File: config.mk
export PLATFORM = sky130hd
export DESIGN_NAME = usr_shift_sequencer
export DESIGN_NICKNAME = d
export VERILOG_FILES = /design/src/rtl/usr_pkg.sv /design/src/rtl/usr_step_counter.sv /design/src/rtl/usr_shift_sequencer.sv
export SDC_FILE = /design/constraint.sdc
export NUM_CORES = 1
export LEC_CHECK = 0
export CAP_MARGIN = 15
export CORE_MARGIN = 2
export CORE_UTILIZATION = 38
export DETAILED_ROUTE_END_ITERATION = 7
export GPL_TIMING_DRIVEN = 1
export HOLD_SLACK_MARGIN = 0.08
export PLACE_DENSITY = 0.74
export SYNTH_ARGS = -nofsm -noshare
export SYNTH_HDL_FRONTEND = slang
export SYNTH_SLANG_ARGS = --single-unit
File: constraint.sdc
create_clock -name clk -period 1.4 [get_ports clk]
set_input_delay 0.42 -clock clk [delete_from_list [all_inputs] [get_ports clk]]
set_output_delay 0.42 -clock clk [all_outputs]
set_load 0.02 [all_outputs]
File: src/rtl/usr_pkg.sv
// rtl/usr_pkg.sv - select codes and state encoding shared by the shift sequencer
package usr_pkg;

   localparam logic [2:0] SEL_HOLD  = 3'b000;
   localparam logic [2:0] SEL_SHR   = 3'b001;
   localparam logic [2:0] SEL_SHL   = 3'b010;
   localparam logic [2:0] SEL_ROTR  = 3'b011;
   localparam logic [2:0] SEL_ROTL  = 3'b100;
   localparam logic [2:0] SEL_SHR_X = 3'b101;
   localparam logic [2:0] SEL_SHL_X = 3'b110;
   localparam logic [2:0] SEL_LOAD  = 3'b111;

   typedef enum logic [1:0] {
      ST_IDLE  = 2'd0,
      ST_LOAD  = 2'd1,
      ST_SHIFT = 2'd2,
      ST_RESP  = 2'd3
   } state_t;

endpackage

File: src/rtl/usr_step_counter.sv
// rtl/usr_step_counter.sv - loadable shift-phase down-counter with last-step flag
module usr_step_counter #(
   parameter int CNT_W = 3
) (
   input  logic             clk,
   input  logic             clear,
   input  logic             load,
   input  logic             dec,
   input  logic [CNT_W-1:0] load_val,
   output logic             last
);

   logic [CNT_W-1:0] cnt_q;

   // Decrement saturates at zero so a stray dec can never wrap the count.
   always_ff @(posedge clk or negedge clear) begin
      if (!clear) begin
         cnt_q <= '0;
      end else if (load) begin
         cnt_q <= load_val;
      end else if (dec && (cnt_q != '0)) begin
         cnt_q <= cnt_q - 1'b1;
      end
   end

   assign last = (cnt_q == CNT_W'(1));

endmodule

File: src/rtl/usr_shift_sequencer.sv
// rtl/usr_shift_sequencer.sv - command-driven load/shift/respond controller for one USR
module usr_shift_sequencer
   import usr_pkg::*;
#(
   parameter int WIDTH = 4,
   parameter int CNT_W = 3
) (
   input  logic             clk,
   input  logic             clear,
   input  logic             cmd_valid,
   output logic             cmd_ready,
   input  logic [2:0]       cmd_op,
   input  logic [CNT_W-1:0] cmd_count,
   input  logic [WIDTH-1:0] cmd_data,
   output logic [2:0]       usr_select,
   output logic [WIDTH-1:0] usr_parallel_in,
   input  logic [WIDTH-1:0] usr_data,
   output logic             rsp_valid,
   input  logic             rsp_ready,
   output logic [WIDTH-1:0] rsp_data,
   output logic             busy
);

   state_t           state, state_nxt;
   logic [2:0]       op_q;
   logic [CNT_W-1:0] count_q;
   logic [WIDTH-1:0] data_q;
   logic             accept;
   logic             cnt_load;
   logic             cnt_dec;
   logic             cnt_last;

   assign accept = cmd_valid && (state == ST_IDLE);

   always_ff @(posedge clk or negedge clear) begin
      if (!clear) begin
         state   <= ST_IDLE;
         op_q    <= SEL_HOLD;
         count_q <= '0;
         data_q  <= '0;
      end else begin
         state <= state_nxt;
         if (accept) begin
            op_q    <= cmd_op;
            count_q <= cmd_count;
            data_q  <= cmd_data;
         end
      end
   end

   usr_step_counter #(.CNT_W(CNT_W)) u_step_counter (
      .clk      (clk),
      .clear    (clear),
      .load     (cnt_load),
      .dec      (cnt_dec),
      .load_val (count_q),
      .last     (cnt_last)
   );

   always_comb begin
      state_nxt  = state;
      cnt_load   = 1'b0;
      cnt_dec    = 1'b0;
      usr_select = SEL_HOLD;
      case (state)
         ST_IDLE: begin
            if (accept) state_nxt = ST_LOAD;
         end
         ST_LOAD: begin
            usr_select = SEL_LOAD;
            // A parallel-load op already finished in this cycle, so its count is moot.
            if ((count_q == '0) || (op_q == SEL_LOAD)) begin
               state_nxt = ST_RESP;
            end else begin
               state_nxt = ST_SHIFT;
               cnt_load  = 1'b1;
            end
         end
         ST_SHIFT: begin
            usr_select = op_q;
            cnt_dec    = 1'b1;
            if (cnt_last) state_nxt = ST_RESP;
         end
         ST_RESP: begin
            if (rsp_ready) state_nxt = ST_IDLE;
         end
         default: state_nxt = ST_IDLE;
      endcase
   end

   assign usr_parallel_in = data_q;
   assign cmd_ready       = (state == ST_IDLE);
   assign busy            = (state != ST_IDLE);
   assign rsp_valid       = (state == ST_RESP);
   assign rsp_data        = rsp_valid ? usr_data : '0;

endmodule

# [Word level (Yosys, flattened, before mapping)]
# Index checks and enable logic that the tools add are counted.
[totals] output_inout_bits=14 elab_cells=35 ff_bits=15 input_bits=18
[op_classes] eq_ne=8 n_reduce_logical=9 n_mux=12 addsub=1
[op_table] operator="$pmux W2 S4" count=1
[op_table] operator="$mux W2" count=3
[op_table] operator="$mux W3" count=2
[op_table] operator="$pmux W3 S2" count=1
[op_table] operator="$eq A2 B2 Y1 const B" count=2
[op_table] operator="$mux W1" count=4
[op_table] operator="$mux W4" count=1
[op_table] operator="$ne A2 B1 Y1 const B" count=2
[op_table] operator="$reduce_bool A2 Y1" count=2
[op_table] operator="$eq A3 B1 Y1 const B" count=1
[op_table] operator="$eq A3 B3 Y1 const B" count=1
[op_table] operator="$logic_not A3 Y1" count=1
[op_table] operator="$reduce_and A3 Y1" count=1
[op_table] operator="$reduce_bool A3 Y1" count=1
[op_table] operator="$sub A3 B1 Y3 const B" count=1
[op_table] operator="$eq A2 B1 Y1 const B" count=1
[op_table] operator="$logic_and A1 B1 Y1" count=2
[op_table] operator="$logic_not A2 Y1" count=1
[op_table] operator="$ne A2 B2 Y1 const B" count=1
[op_table] operator="$logic_or A1 B1 Y1" count=1

# [Longest topological paths before layout]
# Gate-level depths: netlist of run 1.
[logic_depth] ltp_word=5 depth_mapped=6 mapped_depth_nobuf=6

# [Cells and area by module]
# Synthesis of run 1 repeated with hierarchy kept, for this count alone.
[hier_totals] hier_cells=77 area_unflattened_um2=863.3
[modules_own_cells] module="usr_shift_sequencer" cells_each=53 seq_area_each_um2=300.3 instances=1 area_each_um2=641.9
[modules_own_cells] module="usr_step_counter" cells_each=24 seq_area_each_um2=75.1 instances=1 area_each_um2=221.5

# [Worst setup path after synthesis of run 1]
# OpenSTA, ideal clock, no wires.
[synth_timing] kind="reg2out" start="reg state[0]" end="out usr_select[0]" n_path_buf=0 path_slack_ns=-0.169 required_time_ns=0.980 t_arrival_ns=1.149 path_stages_with_launch=5 path_cell_list="dfrtp_1 inv_1 ha_1 a21oi_1 nor2b_1"
[synth_via] elab_chain_cells=2 elab_cells_between_ends=3 classes_between="eq/ne (2); mux (1)"
[synth_rtl] item="start, declared" line="usr_shift_sequencer.sv:24" source="state_t state, state_nxt;"
[synth_rtl] item="start signal, assigned" line="usr_shift_sequencer.sv:42" source="state <= state_nxt;"
[synth_rtl] item="$eq A2 B2 Y1 or $eq A2 B1 Y1 (tied branches)" line="usr_shift_sequencer.sv:65" source="case (state)"
[synth_rtl] item="$pmux W3 S2 (*)" line="usr_shift_sequencer.sv:65"
[synth_rtl] item="end, declared" line="usr_shift_sequencer.sv:15" source="output logic [2:0] usr_select,"
# Every way passes the cells marked *; elsewhere a longest branch is shown, timed or not.

# [Worst setup path in the final report of run 1]
[layout_timing] start="reg state[1]" end="out usr_select[2]"
# The elaborated chain is that of the path after synthesis.

==> results of run 1 <==
[stage by stage]
stage	power [W]	setup TNS (ns)	utilization (%)	cells	hold WS, ns
after detailed placement	0.00290	-7.33	64.9	144	0.503
after floorplan	0.00200	-0.106	-	73	0.124
after global routing	0.00397	-5.11	74.3	154	0.445
final	0.00373	-3.62	74.3	154	0.435
after global placement	0.00279	-7.01	64.9	144	0.487
after CTS	0.00347	-3.15	70.5	150	0.443
[worst register-to-register path, delay by kind of cell, from the launching register on]
family,cells,cell delay [ns]
AOI/OAI and AO/OA,2,0.29
buffers and inverters,4,0.58
adders and majority gates,1,0.18
DFF,1,0.41
[state kept, by name, indices dropped and copies added, names as in the netlist]
register,flops
op_q,3
state,2
usr_parallel_in,4
u_step_counter.cnt_q,3
count_q,3
[area by class of cell]
type	instances	area, sq um	share of cell area (%)
Multi-Input combinational cell	50	584	39.3
Timing Repair Buffer	49	433	29.1
Sequential cell	15	375	25.3
Inverter	9	33.8	2.27
Tap cell	27	33.8	2.27
Clock buffer	4	26.3	1.77
[layer usage]
metal / vias to the layer above / routed length, um / global-route usage, %
met5: - / 0 / 0
met1: 332 / 783 / 15.6
met3: 2 / 128 / 2.68
li1: 358 / - / -
met2: 29 / 1160 / 37.5
met4: 0 / 19 / 4.05
[logic make-up after synthesis]
family / share of synthesized area, %
adder cells (fa/ha/maj): 12.2
AND/OR/NAND/NOR: 10.1
buffers and inverters: 4.13
XOR/XNOR: 1.07
flip-flops: 45.9
AO/OA/AOI/OAI: 7.65
multiplexers: 19.0
[cell usage after synthesis (all sizes together)]
cell type and count:
a21o 1, a21oi 4, a222oi 1, a31oi 1
and2 4, dfrtp 15, ha 8, inv 9
mux2 12, mux2i 2, nand2 6, nand2b 1
nor2b 3, nor3 2, o21ai 2, o221ai 1
xnor2 1
[placed cells by master, fill, tap and decap left out, drive strengths merged]
cell	Yosys	layout
o21ai	2	2
clkdlybuf4s50	0	16
buf	0	28
dlygate4sd2	0	1
a21o	1	1
nor2b	3	3
ha	8	8
nand2	6	7
nand2b	1	1
a21oi	4	4
mux2	12	12
nor3	2	2
a31oi	1	1
a222oi	1	1
and2	4	4
clkbuf	0	8
o221ai	1	1
inv	9	9
mux2i	2	2
xnor2	1	1
dfrtp	15	15
[final timing paths]
path | from | endpoint | slack (ns) | depth (start not counted)
setup / recovery | state[1]$_DFFE_PN0P_ | usr_select[2] | -0.35 | 5
max in group asynchronous | clear | state[1]$_DFFE_PN0P_ | 0.79 | 2
setup reg to reg | state[1]$_DFFE_PN0P_ | state[0]$_DFFE_PN0P_ | -0.18 | 7
hold / removal | clear | op_q[0]$_DFFE_PN0P_ | 0.44 | 2
hold reg to reg | usr_parallel_in[2]$_DFFE_PN0P_ | usr_parallel_in[2]$_DFFE_PN0P_ | 0.52 | 1
min in group clk | usr_parallel_in[2]$_DFFE_PN0P_ | usr_parallel_in[2]$_DFFE_PN0P_ | 0.52 | 1
[power by group through the flow]
stage	logic, W	clock network [W]	registers, W
2_1_floorplan	0.00112	0	0.000883
3_3_place_gp	0.00199	0	0.000802
3_5_place_dp	0.00208	0	0.000818
4_1_cts	0.00239	0.000248	0.000831
5_1_grt	0.00283	0.000273	0.000870
6_report	0.00265	0.000247	0.000837
[what timing repair did]
item | 4_1_cts | 5_1_grt
endpoints found under the setup margin | 28 | 19
gates resized for setup | 77 | 19
buffers inserted | 2 | 3
cloned | 0 | 1
pin swaps | 6 | 1
==> results.cfg, run 1 <==
[outcome]
outcome = complete, but fails checks
violations = negative setup slack

[global_routing]
grt_usage_pct = 17.1
antenna_found_initial = 0
grt_pass1_wl_mm = 3.30
grt-ovfl-total = 0
grt_pass1_vias = 781
grt_max_degree = 16

[power]
cellPowerDensity_nw_per_um2 = 2510
ir_drop_mv = 1.63
combPwrFrac_pct = 70.9
p_switching_w = 0.00150
internal_power_w = 0.00223
pwr-share-clk_pct = 6.6
p_leak_nw = 0.707
pwr-share-seq_pct = 22.4
switching_share_pct = 40.1

[die]
core_area_sq_um = 2000
dieArea_sq_um = 2540
rows = 16
start_util_pct = 40.9
io_pins = 32
fp.dieW_um = 50.4
die_h_um = 50.4

[yosys]
synth.avg_cell_area_sq_um = 11.2
ys_ff_latch = 15
synthTopCellsByArea = dfrtp_1 (46%), mux2_2 (17%), ha_1 (12%), inv_1 (4.1%), and2_1 (3.1%)
synth_top_area_cell = dfrtp_1
yosysWarnings = 0
synth_seq_area_share_pct = 45.9
synth_nets = 99
postSynthCellCount = 73
synth.top_cell.area_share_pct = 45.9
syn_area_sq_um = 818
ys_types = 18

[finish]
fillers = 138
antenna_cells = 0
nNetsFinal = 154
drive_above_1_share_pct = 52.0
fin_area_sq_um = 1490
area_growth_pct = 81.7

[cts]
cts_tree = built
clock_latency_ns = 0.28
cts-hold-fix-buffers = 0
cts_htree_levels = 1
cts_root_buffer = clkbuf_4
numCtsBuffers = 3
clockBufferDepth = 2
numClockSinks = 15
path_clk_slew_ns = 0.09

[routing]
wirelength_mm = 2.09
drt_iter0_markers = 5
ant_nets = 0
via_per_inst = 4.68
firstDrtPassIters = 4
vias = 721
wl_per_cell_um = 13.6
drc = 0

[timing]
finalHoldViolations = 0
fin_ws_ns = -0.353
setup_violations = 24
worstMarginPinSlew_ns = 0.436
min_period_ns = 1.75
slew_headroom_pct = 70.9
finalClockSkew_ns = 0.00621
finalCritPeriodShare_pct = 125
max_freq_ghz = 0.570
slew_viol_final = 0
rsz0062_at_grt = yes

[placement]
hpwl_mm = 1.49
gp_congestion = 0.727
dp_slack_ns = -0.624
port_buffers = 31
placed_cell_area_sq_um = 1300

[min_path]
min_path_type = in2async

[worst_setup_path]
critical_path.max_stage_delay_ns = 0.41
crit_path_top_delay_cell = dfrtp_1
cpMostUsedCell = buf_6
critPathLaunchType = register
crit_type = reg2out
path_buf_inv = 2
worst-path-max-fanout = 4
crit_arrival_ns = 1.33
crit_required_ns = 0.98
endpoint_kind = primary output
cp_top_family = flip-flops
cp_cell_sequence = buf_6 -> ha_4 -> a21oi_2 -> nor2b_2 -> buf_6

[flow_run]
cap_viol_max_count = 0
No activity file was read; power rests on OpenSTA's default activity.
==> run 2: changes to the inputs <==
Settings changed: CAP_MARGIN 15 to not set, CORE_UTILIZATION 38 to 42, PLACE_DENSITY 0.74 to 0.78.
Clock period 1.4 ns to 2 ns, I/O delays scaled along.
==> run 2 against run 1 <==
  * The run still ends with negative setup slack left
  * Non-clock buffer count shrank 8
  * Clock power down 28%
  * Sequential share of layout area is 3.3 points higher
  * Count of clock-buffer cells in the layout did not move
  * Cell area down 12%
  * Die area fell by 8.8%
  * Power fell by 41%
  * Global-route usage fell by 1.0 points
  * Setup slack improved by 0.32 ns
  * Register-to-register slack better by 0.57 ns
==> results.cfg, run 2 (synthesized netlist as in run 1, its figures left out) <==
[placement]
dp_slack_ns = -0.386
hpwl_mm = 1.35
dp_cells = 139
gp_congestion = 0.734
port_buffers = 31

[finish]
layout_commonest_cell = clkdlybuf4s50_1
nNetsFinal = 145
area_growth_pct = 60.7
fin_util_pct = 73.8
final_cells = 143
drive_above_1_share_pct = 35.6
largest_reg_flops = 4
layout_common_cells = clkdlybuf4s50_1 (21), dfrtp_1 (15), buf_4 (13)
antenna_cells = 0

[worst_setup_path]
critPathLaunchType = register
crit_path_end = usr_select[2]
r2r-start = state[1]$_DFFE_PN0P_
endpoint_kind = primary output
crit_type = reg2out
rr_worst_depth = 6
crit_path_top_delay_cell = dfrtp_1
r2r_end = state[0]$_DFFE_PN0P_
cp.depth = 4
reg2reg_slack_ns = 0.39
path_buf_inv = 2
cp_top_family = flip-flops
startpoint = state[1]$_DFFE_PN0P_
crit_required_ns = 1.40
critical_path.max_stage_delay_ns = 0.42
cp_cell_sequence = inv_2 -> ha_4 -> nor2b_1 -> buf_4
worst-path-max-fanout = 4
crit_arrival_ns = 1.44

[timing]
fin_ws_ns = -0.0358
slew_headroom_pct = 80.2
finalHoldViolations = 0
finalClockSkew_ns = 0.00358
setup_tns_ns = -0.0358
max_freq_ghz = 0.491
worstMarginPinSlew_ns = 0.298
min_period_ns = 2.04
slew_viol_final = 0
finalCritPeriodShare_pct = 102
setup_violations = 1
rsz0062_at_grt = yes

[global_routing]
grt_pass1_vias = 672
grt_pass1_wl_mm = 2.54
busiest_layer = met2
grt_util_met3_pct = 2.59
grt_use_met2_pct = 33.2
grt-ovfl-total = 0
antenna_found_initial = 0
grt_max_degree = 16
grt_usage_pct = 16.1
use_met1_pct = 15.1

[routing]
wirelength_mm = 1.92
drc = 0
ant_nets = 0
firstDrtPassIters = 4
via_per_inst = 4.87
vias = 696
drt_iter0_markers = 7
wl_per_cell_um = 13.4

[cts]
clockBufferDepth = 2
numCtsBuffers = 3
path_clk_slew_ns = 0.09
clock_latency_ns = 0.29
cts_tree = built
cts-hold-fix-buffers = 0
cts_htree_levels = 1
numClockSinks = 15
cts_root_buffer = clkbuf_4

[power]
switching_share_pct = 40.7
p_switching_w = 0.000894
pwr-share-clk_pct = 8.1
ir_drop_mv = 1.05
cellPowerDensity_nw_per_um2 = 1670
internal_power_w = 0.00130
pwr-share-seq_pct = 26.8
p_leak_nw = 0.612
combPwrFrac_pct = 65.1

[outcome]
violations = negative setup slack
outcome = complete, but fails checks

[die]
io_pins = 32
rows = 15
start_util_pct = 45.9
die_h_um = 48.1
core_area_sq_um = 1780
dieArea_sq_um = 2320
fp.dieW_um = 48.1

[flow_run]
cap_viol_max_count = 0

[min_path]
min_path_type = reg2reg
holdCritStartpoint = usr_parallel_in[2]$_DFFE_PN0P_
[run 2: worst min path at each step]
stage	to	slack, ns	cells past startpoint
after global placement	usr_parallel_in[3]$_DFFE_PN0P_	0.49	1
after CTS	usr_parallel_in[2]$_DFFE_PN0P_	0.52	1
after detailed placement	usr_parallel_in[3]$_DFFE_PN0P_	0.50	1
final	usr_parallel_in[2]$_DFFE_PN0P_	0.51	1
after global routing	usr_parallel_in[3]$_DFFE_PN0P_	0.54	1
after floorplan	count_q[0]$_DFFE_PN0P_	0.30	0
[run 2: final cells by class]
class / instances / area (sq um)
fill: 127 / 468
multi-input combinational: 49 / 482
tap: 25 / 31.3
inverter: 9 / 33.8
timing repair buffer: 41 / 367
sequential: 15 / 375
clock buffer: 4 / 26.3
[run 2: per-layer routing]
layer | share of wire [%] | routed length [um]
met5 | 0 | 0
met4 | 0.99 | 19
met2 | 53 | 1020
met3 | 5.5 | 105
met1 | 41 | 782
[run 2: metrics by stage]
stage	total power [W]	area [sq um]	hold WS [ns]
floorplan	0.00131	818	0.304
global route	0.00237	1320	0.536
finish	0.00220	1320	0.514
CTS	0.00200	1240	0.518
detailed placement	0.00189	1250	0.498
global placement	0.00184	1250	0.488
[run 2: power by group through the flow]
stage | registers, W | logic, W | clock network [W]
floorplan | 0.000609 | 0.000700 | 0
global route | 0.000609 | 0.00156 | 0.000196
detailed placement | 0.000574 | 0.00131 | 0
global placement | 0.000562 | 0.00128 | 0
CTS | 0.000571 | 0.00126 | 0.000178
finish | 0.000589 | 0.00143 | 0.000178
[run 2: repair_timing]
item                                    4_1_cts  5_1_grt
cloned                                        0        0
endpoints found under the setup margin       10        6
pin swaps                                     0        1
gates resized for setup                      36       16
buffers inserted                              0        0
==> run 3: changes to the inputs <==
Settings changed: CORE_UTILIZATION 42 to 35, CTS_BUF_LIST set to sky130_fd_sc_hd__clkbuf_4, PLACE_DENSITY 0.78 to 0.67.
==> run 3 against run 2 <==
  * The flow now finishes without violations
  * Critical path depth increased by 1
  * Utilization shrank 13 points
  * Setup slack better by 0.075 ns
==> results.cfg, run 3 (synthesized netlist as in run 1, its figures left out) <==
[outcome]
outcome = finished clean

[die]
io_pins = 32
dieArea_sq_um = 2740
start_util_pct = 37.0
core_area_sq_um = 2210
rows = 17
fp.dieW_um = 52.4
die_h_um = 52.4

[cts]
path_clk_slew_ns = 0.09
numCtsBuffers = 3
cts_root_buffer = clkbuf_4
numClockSinks = 15
cts_htree_levels = 1
cts-hold-fix-buffers = 0
clock_latency_ns = 0.29
cts_tree = built
clockBufferDepth = 2

[min_path]
min_to = usr_parallel_in[1]$_DFFE_PN0P_
min_path_type = reg2reg
min_path_cells = 1
holdCritStartpoint = usr_parallel_in[1]$_DFFE_PN0P_

[worst_setup_path]
crit_type = reg2out
crit_path_top_delay_cell = dfrtp_1
critical_path.max_stage_delay_ns = 0.41
rr_worst_depth = 6
reg2reg_slack_ns = 0.45
critPathLaunchType = register
path_buf_inv = 2
r2r-start = state[1]$_DFFE_PN0P_
cp_cell_sequence = buf_4 -> ha_4 -> a21oi_2 -> nor2b_1 -> buf_4
worst-path-max-fanout = 4
crit_required_ns = 1.40
cpMostUsedCell = buf_4
endpoint_kind = primary output
r2r_end = state[0]$_DFFE_PN0P_
crit_arrival_ns = 1.36
cp_top_family = flip-flops

[timing]
worstMarginPinSlew_ns = 0.259
finalClockSkew_ns = 0.00337
setup_tns_ns = 0
slew_headroom_pct = 82.7
slew_viol_final = 0
finalHoldViolations = 0
rsz0062_at_grt = yes
setup_violations = 0
fin_ws_ns = 0.0393
hold-worst-slack_ns = 0.520
min_period_ns = 1.96
max_freq_ghz = 0.510
finalCritPeriodShare_pct = 98.0

[placement]
hpwl_mm = 1.38
dp_cells = 143
gp_congestion = 0.763
dp_slack_ns = -0.351
port_buffers = 31

[routing]
ant_nets = 0
vias = 688
drt_iter0_markers = 2
wl_per_cell_um = 12.0
firstDrtPassIters = 4
wirelength_mm = 1.78
via_per_inst = 4.65
drc = 0

[finish]
area_growth_pct = 64.8
drive_above_1_share_pct = 39.2
largest_reg_flops = 4
layout_common_cells = clkdlybuf4s50_1 (21), dfrtp_1 (15), mux2_2 (12), buf_4 (12), inv_1 (7)
layout_commonest_cell = clkdlybuf4s50_1
antenna_cells = 0
final_cells = 148
nNetsFinal = 147

[global_routing]
grt_usage_pct = 14.1
grt_pass1_vias = 670
antenna_found_initial = 0
grt_max_degree = 16
grt_pass1_wl_mm = 2.77
grt-ovfl-total = 0

[flow_run]
cap_viol_max_count = 0

[power]
cellPowerDensity_nw_per_um2 = 1660
ir_drop_mv = 0.966
p_leak_nw = 0.630
run 3: final cells by class:
| class | count | area [sq um] |
|---|---|---|
| fill | 199 | 863 |
| multi-input combinational | 49 | 488 |
| timing repair buffer | 43 | 387 |
| sequential | 15 | 375 |
| tap | 28 | 35.0 |
| inverter | 9 | 33.8 |
| clock buffer | 4 | 30.0 |
run 3: worst max-delay path by stage:
stage                                    start       endpoint  slack [ns]  cells after the start
after floorplan           state[0]$_DFFE_PN0P_  usr_select[0]        0.25                      4
after global placement             usr_data[1]    rsp_data[1]       -0.35                      3
after detailed placement           usr_data[3]    rsp_data[3]       -0.35                      3
after CTS                 state[0]$_DFFE_PN0P_           busy       -0.03                      4
after global routing      state[1]$_DFFE_PN0P_  usr_select[1]       -0.02                      4
final                     state[1]$_DFFE_PN0P_  usr_select[1]        0.04                      5
run 3: what timing repair did:
item / in CTS / in global routing
endpoints found under the hold margin: 0 / 0
pin swaps: 0 / 4
endpoints found under the setup margin: 10 / 5
setup buffers: 1 / 0
resized for setup: 36 / 20
run 3: power by group:
group	leakage (nW)	total (W)	switching, W	internal, W
combinational	0.434	0.00147	0.000668	0.000803
sequential	0.178	0.000578	0.000112	0.000466
clock	0.0184	0.000192	0.000100	0.0000914
run 3: routing by layer:
| layer | GRT usage, % | wire length, um | vias up |
|---|---|---|---|
| li1 | - | - | 340 |
| met1 | 14.3 | 674 | 310 |
| met2 | 25.4 | 912 | 31 |
| met3 | 3.71 | 147 | 7 |
| met4 | 8.55 | 48 | 0 |
| met5 | 0 | 0 | - |
run 3: per-stage QoR:
stage	total power [W]	utilization, %	cell area (sq um)
final	0.00224	61.0	1350
after global routing	0.00243	61.0	1350
after CTS	0.00203	56.9	1260
after detailed placement	0.00190	56.9	1260
after global placement	0.00186	56.9	1260
after floorplan	0.00131	-	818
